File: src/rtl/oursring_resp_pkg.sv
// Shared helpers for the ring response router: port-index width and one-hot encode.
package oursring_resp_pkg;

    function automatic int idx_width(input int n);
        return (n <= 1) ? 1 : $clog2(n);
    endfunction

    // Lowest set bit wins, so a malformed multi-hot grant still maps to one port.
    function automatic int unsigned onehot_to_idx(input logic [31:0] vec);
        int unsigned idx;
        idx = 0;
        for (int i = 31; i >= 0; i--) begin
            if (vec[i]) idx = unsigned'(i);
        end
        return idx;
    endfunction

endpackage

File: src/rtl/oursring_resp_idx_fifo.sv
// Grant-order FIFO of master port indices; head is read combinationally for zero-latency routing.
module oursring_resp_idx_fifo #(
    parameter int DEPTH = 4,
    parameter int IDX_W = 2
) (
    input  logic             clk,
    input  logic             rst,
    input  logic             push,
    input  logic [IDX_W-1:0] push_idx,
    input  logic             pop,
    output logic [IDX_W-1:0] head_idx,
    output logic             empty,
    output logic             full,
    output logic             overflow
);
    localparam int PTR_W = $clog2(DEPTH);
    localparam int CNT_W = $clog2(DEPTH + 1);

    logic [IDX_W-1:0] mem_q [DEPTH];
    logic [PTR_W-1:0] wr_ptr_q, wr_ptr_d;
    logic [PTR_W-1:0] rd_ptr_q, rd_ptr_d;
    logic [CNT_W-1:0] count_q, count_d;
    logic             do_push, do_pop;

    assign full     = (count_q == CNT_W'(DEPTH));
    assign empty    = (count_q == '0);
    assign do_push  = push & ~full;
    assign do_pop   = pop & ~empty;
    assign overflow = push & full;
    assign head_idx = mem_q[rd_ptr_q];

    always_comb begin
        wr_ptr_d = wr_ptr_q;
        rd_ptr_d = rd_ptr_q;
        count_d  = count_q;
        if (do_push) wr_ptr_d = wr_ptr_q + PTR_W'(1);
        if (do_pop)  rd_ptr_d = rd_ptr_q + PTR_W'(1);
        case ({do_push, do_pop})
            2'b10:   count_d = count_q + CNT_W'(1);
            2'b01:   count_d = count_q - CNT_W'(1);
            default: count_d = count_q;
        endcase
    end

    always_ff @(posedge clk) begin
        if (rst) begin
            wr_ptr_q <= '0;
            rd_ptr_q <= '0;
            count_q  <= '0;
        end else begin
            wr_ptr_q <= wr_ptr_d;
            rd_ptr_q <= rd_ptr_d;
            count_q  <= count_d;
        end
    end

    always_ff @(posedge clk) begin
        if (do_push) mem_q[wr_ptr_q] <= push_idx;
    end

endmodule

File: src/rtl/oursring_resp_router.sv
// Routes downstream B/R responses back to the granted master in grant order.
// Optional sticky error flags enabled by defining OURSRING_RESP_ROUTER_ERR_EN.
module oursring_resp_router
    import oursring_resp_pkg::*;
#(
    parameter int N_IN_PORT = 3,
    parameter int DEPTH     = 4,
    parameter int B_W       = 2,
    parameter int R_W       = 66
) (
    input  logic                 clk,
    input  logic                 rst,
    input  logic [N_IN_PORT-1:0] aw_hs,
    input  logic [N_IN_PORT-1:0] ar_hs,
    output logic                 aw_full,
    output logic                 ar_full,
    input  logic                 o_bvalid,
    output logic                 o_bready,
    input  logic [B_W-1:0]       o_b,
    output logic [N_IN_PORT-1:0] i_bvalid,
    input  logic [N_IN_PORT-1:0] i_bready,
    output logic [B_W-1:0]       i_b,
    input  logic                 o_rvalid,
    input  logic                 o_rlast,
    output logic                 o_rready,
    input  logic [R_W-1:0]       o_r,
    output logic [N_IN_PORT-1:0] i_rvalid,
    output logic                 i_rlast,
    input  logic [N_IN_PORT-1:0] i_rready,
    output logic [R_W-1:0]       i_r,
    output logic [1:0]           err
);
    localparam int IDX_W = idx_width(N_IN_PORT);

    logic [IDX_W-1:0]     aw_idx, ar_idx, w_head, r_head;
    logic                 w_empty, r_empty, w_ovf, r_ovf;
    logic                 w_pop, r_pop;
    logic [N_IN_PORT-1:0] w_sel, r_sel;

    assign aw_idx = IDX_W'(onehot_to_idx(32'(aw_hs)));
    assign ar_idx = IDX_W'(onehot_to_idx(32'(ar_hs)));

    oursring_resp_idx_fifo #(.DEPTH(DEPTH), .IDX_W(IDX_W)) u_wr_fifo (
        .clk      (clk),
        .rst      (rst),
        .push     (|aw_hs),
        .push_idx (aw_idx),
        .pop      (w_pop),
        .head_idx (w_head),
        .empty    (w_empty),
        .full     (aw_full),
        .overflow (w_ovf)
    );

    oursring_resp_idx_fifo #(.DEPTH(DEPTH), .IDX_W(IDX_W)) u_rd_fifo (
        .clk      (clk),
        .rst      (rst),
        .push     (|ar_hs),
        .push_idx (ar_idx),
        .pop      (r_pop),
        .head_idx (r_head),
        .empty    (r_empty),
        .full     (ar_full),
        .overflow (r_ovf)
    );

    // One-hot owner select; all zero while the FIFO is empty so orphans stall.
    for (genvar gi = 0; gi < N_IN_PORT; gi++) begin : g_sel
        assign w_sel[gi] = ~w_empty & (w_head == IDX_W'(gi));
        assign r_sel[gi] = ~r_empty & (r_head == IDX_W'(gi));
    end

    assign i_bvalid = w_sel & {N_IN_PORT{o_bvalid}};
    assign o_bready = |(w_sel & i_bready);
    assign i_rvalid = r_sel & {N_IN_PORT{o_rvalid}};
    assign o_rready = |(r_sel & i_rready);

    assign w_pop = o_bvalid & o_bready;
    assign r_pop = o_rvalid & o_rready & o_rlast;

    assign i_b     = o_b;
    assign i_r     = o_r;
    assign i_rlast = o_rlast;

`ifdef OURSRING_RESP_ROUTER_ERR_EN
    logic [1:0] err_q, err_d;
    logic       orphan;

    assign orphan = (o_bvalid & w_empty) | (o_rvalid & r_empty);

    always_comb begin
        err_d = err_q | {orphan, w_ovf | r_ovf};
    end

    always_ff @(posedge clk) begin
        if (rst) err_q <= '0;
        else     err_q <= err_d;
    end

    assign err = err_q;
`else
    logic unused_ovf;
    assign unused_ovf = w_ovf ^ r_ovf;
    assign err = 2'b00;
`endif

`ifndef SYNTHESIS
    a_aw_onehot: assert property (@(posedge clk) disable iff (rst) $onehot0(aw_hs));
    a_ar_onehot: assert property (@(posedge clk) disable iff (rst) $onehot0(ar_hs));
`endif

endmodule
File: config.mk
export PLATFORM = sky130hd
export DESIGN_NAME = oursring_resp_router
export DESIGN_NICKNAME = d
export VERILOG_FILES = /design/src/rtl/oursring_resp_pkg.sv /design/src/rtl/oursring_resp_idx_fifo.sv /design/src/rtl/oursring_resp_router.sv
export SDC_FILE = /design/constraint.sdc
export NUM_CORES = 1
export LEC_CHECK = 0
export CAP_MARGIN = 30
export CORE_AREA = 4 4 84 86
export DETAILED_ROUTE_END_ITERATION = 6
export DIE_AREA = 0 0 88 90
export PLACE_DENSITY = 0.9
export SYNTH_ARGS = -nofsm -noshare
export SYNTH_HDL_FRONTEND = slang
export SYNTH_SLANG_ARGS = --single-unit
File: constraint.sdc
create_clock -name clk -period 4.15 [get_ports clk]
set_clock_uncertainty 0.1 [all_clocks]
set_input_delay 0.83 -clock clk [delete_from_list [all_inputs] [get_ports clk]]
set_output_delay 0.83 -clock clk [all_outputs]
set_load 0.1 [all_outputs]
# Word-level counts from Yosys, hierarchy flattened

Memories as Yosys holds them, arrays and structs flattened. A register that Yosys moved wholly into a read port is not among the register bits.
Cells that the tools add are included.

Bits in registers: 14
Bits in writable memories: 16
Input bits: 85
Memories kept: 2

Memory list:

| memory          | words | bits a word | read ports | clocked after Yosys merged registers in | wr ports | line                         | source |
|---|---|---|---|---|---|---|---|
| u_rd_fifo.mem_q | 4     | 2           | 1          | 1                                       | 1        | oursring_resp_idx_fifo.sv:19 | `logic [IDX_W-1:0] mem_q [DEPTH];` |
| u_wr_fifo.mem_q | 4     | 2           | 1          | 1                                       | 1        | oursring_resp_idx_fifo.sv:19 |  |

Bitwise logic cells: 21
Equality and inequality tests: 10
Reduce and logical (&&, ||, !) cells: 10
Muxes and demuxes: 16
Add/sub/neg operators: 8

Operators by type and width:

| kind                                                | number |
|---|---|
| 2-to-1 mux 2 bit                                    | 10 |
| AND 1 bit                                           | 13 |
| AND 3 bit                                           | 4 |
| case mux 3 bit (2 select lines)                     | 2 |
| OR reduction 3 bit                                  | 4 |
| adder 2 x 1 -> 2 bit, second input constant         | 4 |
| equality test 2 x 1 -> 1 bit, second input constant | 4 |
| equality test 2 bit, second input constant          | 4 |
| adder 3 x 1 -> 3 bit, second input constant         | 2 |
| equality test 3 bit, second input constant          | 2 |
| zero test 3 bit                                     | 2 |
| subtractor 3 x 1 -> 3 bit, second input constant    | 2 |
| zero test 2 bit                                     | 2 |
| 2-to-1 mux 1 bit                                    | 4 |
| inverter 1 bit                                      | 4 |
| nonzero test 2 bit                                  | 2 |

# Depth between registers and ports, before layout

Depth after elaboration: 10
Gate-level depth with buffers: 10
Depth with buffers taken out: 10

# Hierarchy

A second synthesis with hierarchy kept.

Cells, all modules: 229
Area total of the unflattened synthesis: 2265.9 µm²

Modules (own cells, without submodules):

| module                 | instances | area an instance (µm²) | cells each |
|---|---|---|---|
| oursring_resp_idx_fifo | 2         | 783.3                  | 65 |
| oursring_resp_router   | 1         | 699.4                  | 99 |

# Least setup slack after synthesis

OpenSTA, ideal clock, no wires.

Path type: flip-flop to output port
Start: register (tool-made name)
End: output o_bready
Arrival: 2.497 ns
Buffers on the path: 0
Cell stages (with the launch flop): 5
Slack: 0.723 ns
Cell sequence: dfxtp_1 mux4_2 mux2_4 a32oi_4 nor2_1

RTL lines:

| element          | line                       | source |
|---|---|---|
| end: declaration | oursring_resp_router.sv:18 | `output logic o_bready,` |

# Final worst setup path

Start: input o_rvalid
End: register u_rd_fifo.count_q[2]

Word-level cells in the longest chain between the ends: 5

RTL lines:

| element                                                               | line                         | source |
|---|---|---|
| start: declaration                                                    | oursring_resp_router.sv:23   | `input logic o_rvalid,` |
| AND 1 bit * (2 in a row)                                              | oursring_resp_router.sv:79   | `assign r_pop = o_rvalid & o_rready & o_rlast;` |
| AND 1 bit *                                                           | oursring_resp_idx_fifo.sv:28 | `assign do_pop = pop & ~empty;` |
| via u_rd_fifo.do_pop                                                  | oursring_resp_idx_fifo.sv:23 | `logic do_push, do_pop;` |
| equality test 2 x 1 -> 1 bit or equality test 2 bit (tied branches)   | oursring_resp_idx_fifo.sv:38 | `case ({do_push, do_pop})` |
| case mux 3 bit (2 select lines) or nonzero test 2 bit (tied branches) | --                           |  |
| end signal: assignment                                                | oursring_resp_idx_fifo.sv:53 | `count_q <= count_d;` |
| end: declaration                                                      | oursring_resp_idx_fifo.sv:22 | `logic [CNT_W-1:0] count_q, count_d;` |

The timed path passes the listed nets; every way through them passes the cells marked *.
A chain may end at the register's enable or synchronous reset.

==> impl_metrics.sql <==
INSERT INTO impl_metrics (metric_group, metric, value, unit) VALUES
('outcome', 'run_status', 'finished, final reports clean', ''),
('drt', 'detail_route.drc_violations', '0', ''),
('synthesis', 'syn-instance-count', '230', ''),
('worst_setup_path', 'required_arrival_time_at_the_worst_endpoint', '4.25', 'ns'),
('floorplan', 'row_count', '29', ''),
('pwr', 'design_power_total', '1.32', 'mW'),
('floorplan', 'die_area', '7920', 'sq um'),
('clock_tree', 'cts.path.max_buffers', '2', ''),
('worst_setup_path', 'path_cells', 'clkdlybuf4s50_1 -> o311ai_0 -> or2_1 -> o32ai_4 -> ha_1 -> inv_1 -> fa_1 -> xor2_1 -> or3_1 -> a21oi_1', ''),
('clock_tree', 'cts-buffers-inserted', '5', ''),
('worst_setup_path', 'critical_path.slowest_cell', 'clkdlybuf4s50_1', ''),
('sta', 'slew_headroom', '34.4', '%'),
('flow_run', 'max-cap-violations', '0', ''),
('floorplan', 'floorplan.die.width', '88', 'um'),
('sta', 'worst_tran_pin_value', '0.981', 'ns'),
('clock_tree', 'post-cts-setup-buffers', '0', ''),
('drt', 'drt-wirelength-per-cell', '14.0', 'um'),
('pwr', 'power_per_cell_area', '596', 'nW/um^2'),
('worst_setup_path', 'crit_path_max_incr_delay', '0.47', 'ns'),
('pwr', 'max-vdd-ir-drop', '352', 'uV'),
('sta', 'finalCritPeriodShare', '77.4', '%'),
('placed_design', 'instance_count_after_placement_with_tap_cells_included', '262', ''),
('worst_setup_path', 'crit_start', 'o_rvalid', ''),
('synthesis', 'postSynth.topFlopCell', 'dfxtp_1', ''),
('cells_and_area', 'finalInstanceArea', '2220', 'sq um'),
('grt', 'grtUsageTotal', '9.95', '%'),
('drt', 'num_vias', '1295', ''),
('synthesis', 'synth_edf_count', '16', ''),
('placed_design', 'detailed_place.area', '2130', 'sq um'),
('synthesis', 'synth_cell_type_count', '41', ''),
('synthesis', 'synth.yosys.seq_area_share', '36.2', '%'),
('placed_design', 'detailedPlace.worstSlack', '0.647', 'ns'),
('sta', 'maxSlewViolCount', '0', ''),
('synthesis', 'synth-seq-cells', '34', ''),
('min_path', 'hold_start', 'u_wr_fifo.rd_ptr_q[1]', ''),
('min_path', 'path_type_of_the_worst_min_delay_path', 'register to register', ''),
('sta', 'fin_crit', '3.21', 'ns'),
('grt', 'first_global_vias', '1311', ''),
('synthesis', 'synth_area_leaders', 'buf_4 23%, edfxtp_1 21%, dfxtp_1 16%', ''),
('clock_tree', 'tritoncts', 'yes', ''),
('synthesis', 'synth_area_per_cell', '10.1', 'sq um'),
('floorplan', 'die_height', '90', 'um'),
('synthesis', 'synth_top_area_share', '23.0', '%'),
('synthesis', 'async_flop_share', '0', '%'),
('drt', 'firstDrtPassIters', '4', ''),
('grt', 'initial_antenna_violation_count', '0', ''),
('drt', 'ant_nets', '0', ''),
('floorplan', 'initial_utilization', '37.0', '%'),
('worst_setup_path', 'critPathKind', 'input port to register', ''),
('worst_setup_path', 'worstSetupEndpointType', 'register', ''),
('grt', 'globalRouteOverflowTotal', '0', ''),
('cells_and_area', 'n_antenna_cell', '0', ''),
('worst_setup_path', 'worstSetupStartpointType', 'input port', ''),
('clock_tree', 'ctsRootBufferMaster', 'clkbuf_8', ''),
('placed_design', 'numPortBuffers', '27', ''),
('synthesis', 'synth_most_common_cell', 'buf_4', ''),
('synthesis', 'synth_top_cell_by_area', 'buf_4', ''),
('synthesis', 'synthTopCellsByCount', '71 x buf_4, 19 x nor2_1, 18 x dfxtp_1', ''),
('worst_setup_path', 'critPathMaxFanout', '4', ''),
('clock_tree', 'cts_hold_buffers', '0', ''),
('drt', 'first_iter_violations', '37', ''),
('cells_and_area', 'postLayoutCoreUtil', '35.3', '%'),
('drt', 'totalWireLength', '3780', 'um'),
('clock_tree', 'worst_skew_pair.late_latency', '0.28', 'ns'),
('cells_and_area', 'layout_cells_sized_above_1', '14.0', '%'),
('floorplan', 'design.core.area', '6280', 'sq um'),
('cells_and_area', 'total_nets_final', '289', ''),
('sta', 'fin_setup_tns', '0', 'ns'),
('drt', 'vias_per_cell', '4.80', ''),
('placed_design', 'dp.final_hpwl', '3100', 'um'),
('cells_and_area', 'area_delta_synth_final', '-4.37', '%');
[final timing paths]
| kind | endpoint | slack [ns] | depth (start not counted) |
|---|---|---|---|
| worst max-delay path | u_rd_fifo.count_q[2] | 0.94 | 10 |
| worst min-delay path | register | 0.40 | 2 |
| worst max register to register | u_rd_fifo.count_q[2] | 1.25 | 9 |
| worst min register to register | register | 0.40 | 2 |
[per-layer routing]
| metal | share of wire, % | global-route usage (%) | up-vias |
|---|---|---|---|
| met5 | 0 | 0 | - |
| met4 | 3.6 | 7.16 | 0 |
| met3 | 8.9 | 2.83 | 21 |
| met2 | 51 | 16.5 | 55 |
| met1 | 37 | 10.5 | 604 |
| li1 | - | - | 615 |
[power by group]
| group | internal, mW | switching [mW] |
|---|---|---|
| sequential | 0.428 | 0.0651 |
| combinational | 0.200 | 0.386 |
| clock | 0.134 | 0.110 |
| total | 0.763 | 0.561 |
[layout by cell type (no fill, tap or decap), types with 5 or more instances in the layout]
cell / n
nor2_1: 19
mux4_2: 5
dfxtp_1: 18
clkbuf_8: 6
a21oi_1: 8
edfxtp_1: 16
and2_1: 8
clkdlybuf4s50_1: 18
ha_1: 10
inv_1: 16
buf_4: 9
[critical path: cells and delay by family]
kind / cells / cell delay [ns]
fa+ha+maj: 2 / 0.62
compound gates: 3 / 0.55
simple gates: 2 / 0.61
buf+inv: 2 / 0.53
xor+xnor: 1 / 0.16
[cell type report]
| cell class | instances | area (sq um) | share of cell area, % |
|---|---|---|---|
| multi-input combinational | 106 | 875 | 39.4 |
| sequential | 34 | 841 | 37.9 |
| timing repair buffer | 27 | 248 | 11.2 |
| tap | 77 | 96.3 | 4.34 |
| clock buffer | 7 | 86.3 | 3.89 |
| inverter | 18 | 67.6 | 3.05 |
| clock inverter | 1 | 5.00 | 0.226 |
[cell families (layout without fill, tap and decap cells)]
family          after synthesis  after routing  share of synthesized area [%]
flops                        34             34                           36.2
other cells                   1              2                          0.162
fa+ha+maj                    12             12                           7.12
xor+xnor                      7              7                           2.64
mux                           9              9                           6.96
simple gates                 54             54                           12.3
buf+inv                      91             53                           26.2
compound gates               22             22                           8.36
No activity file was read; power rests on OpenSTA's default activity.
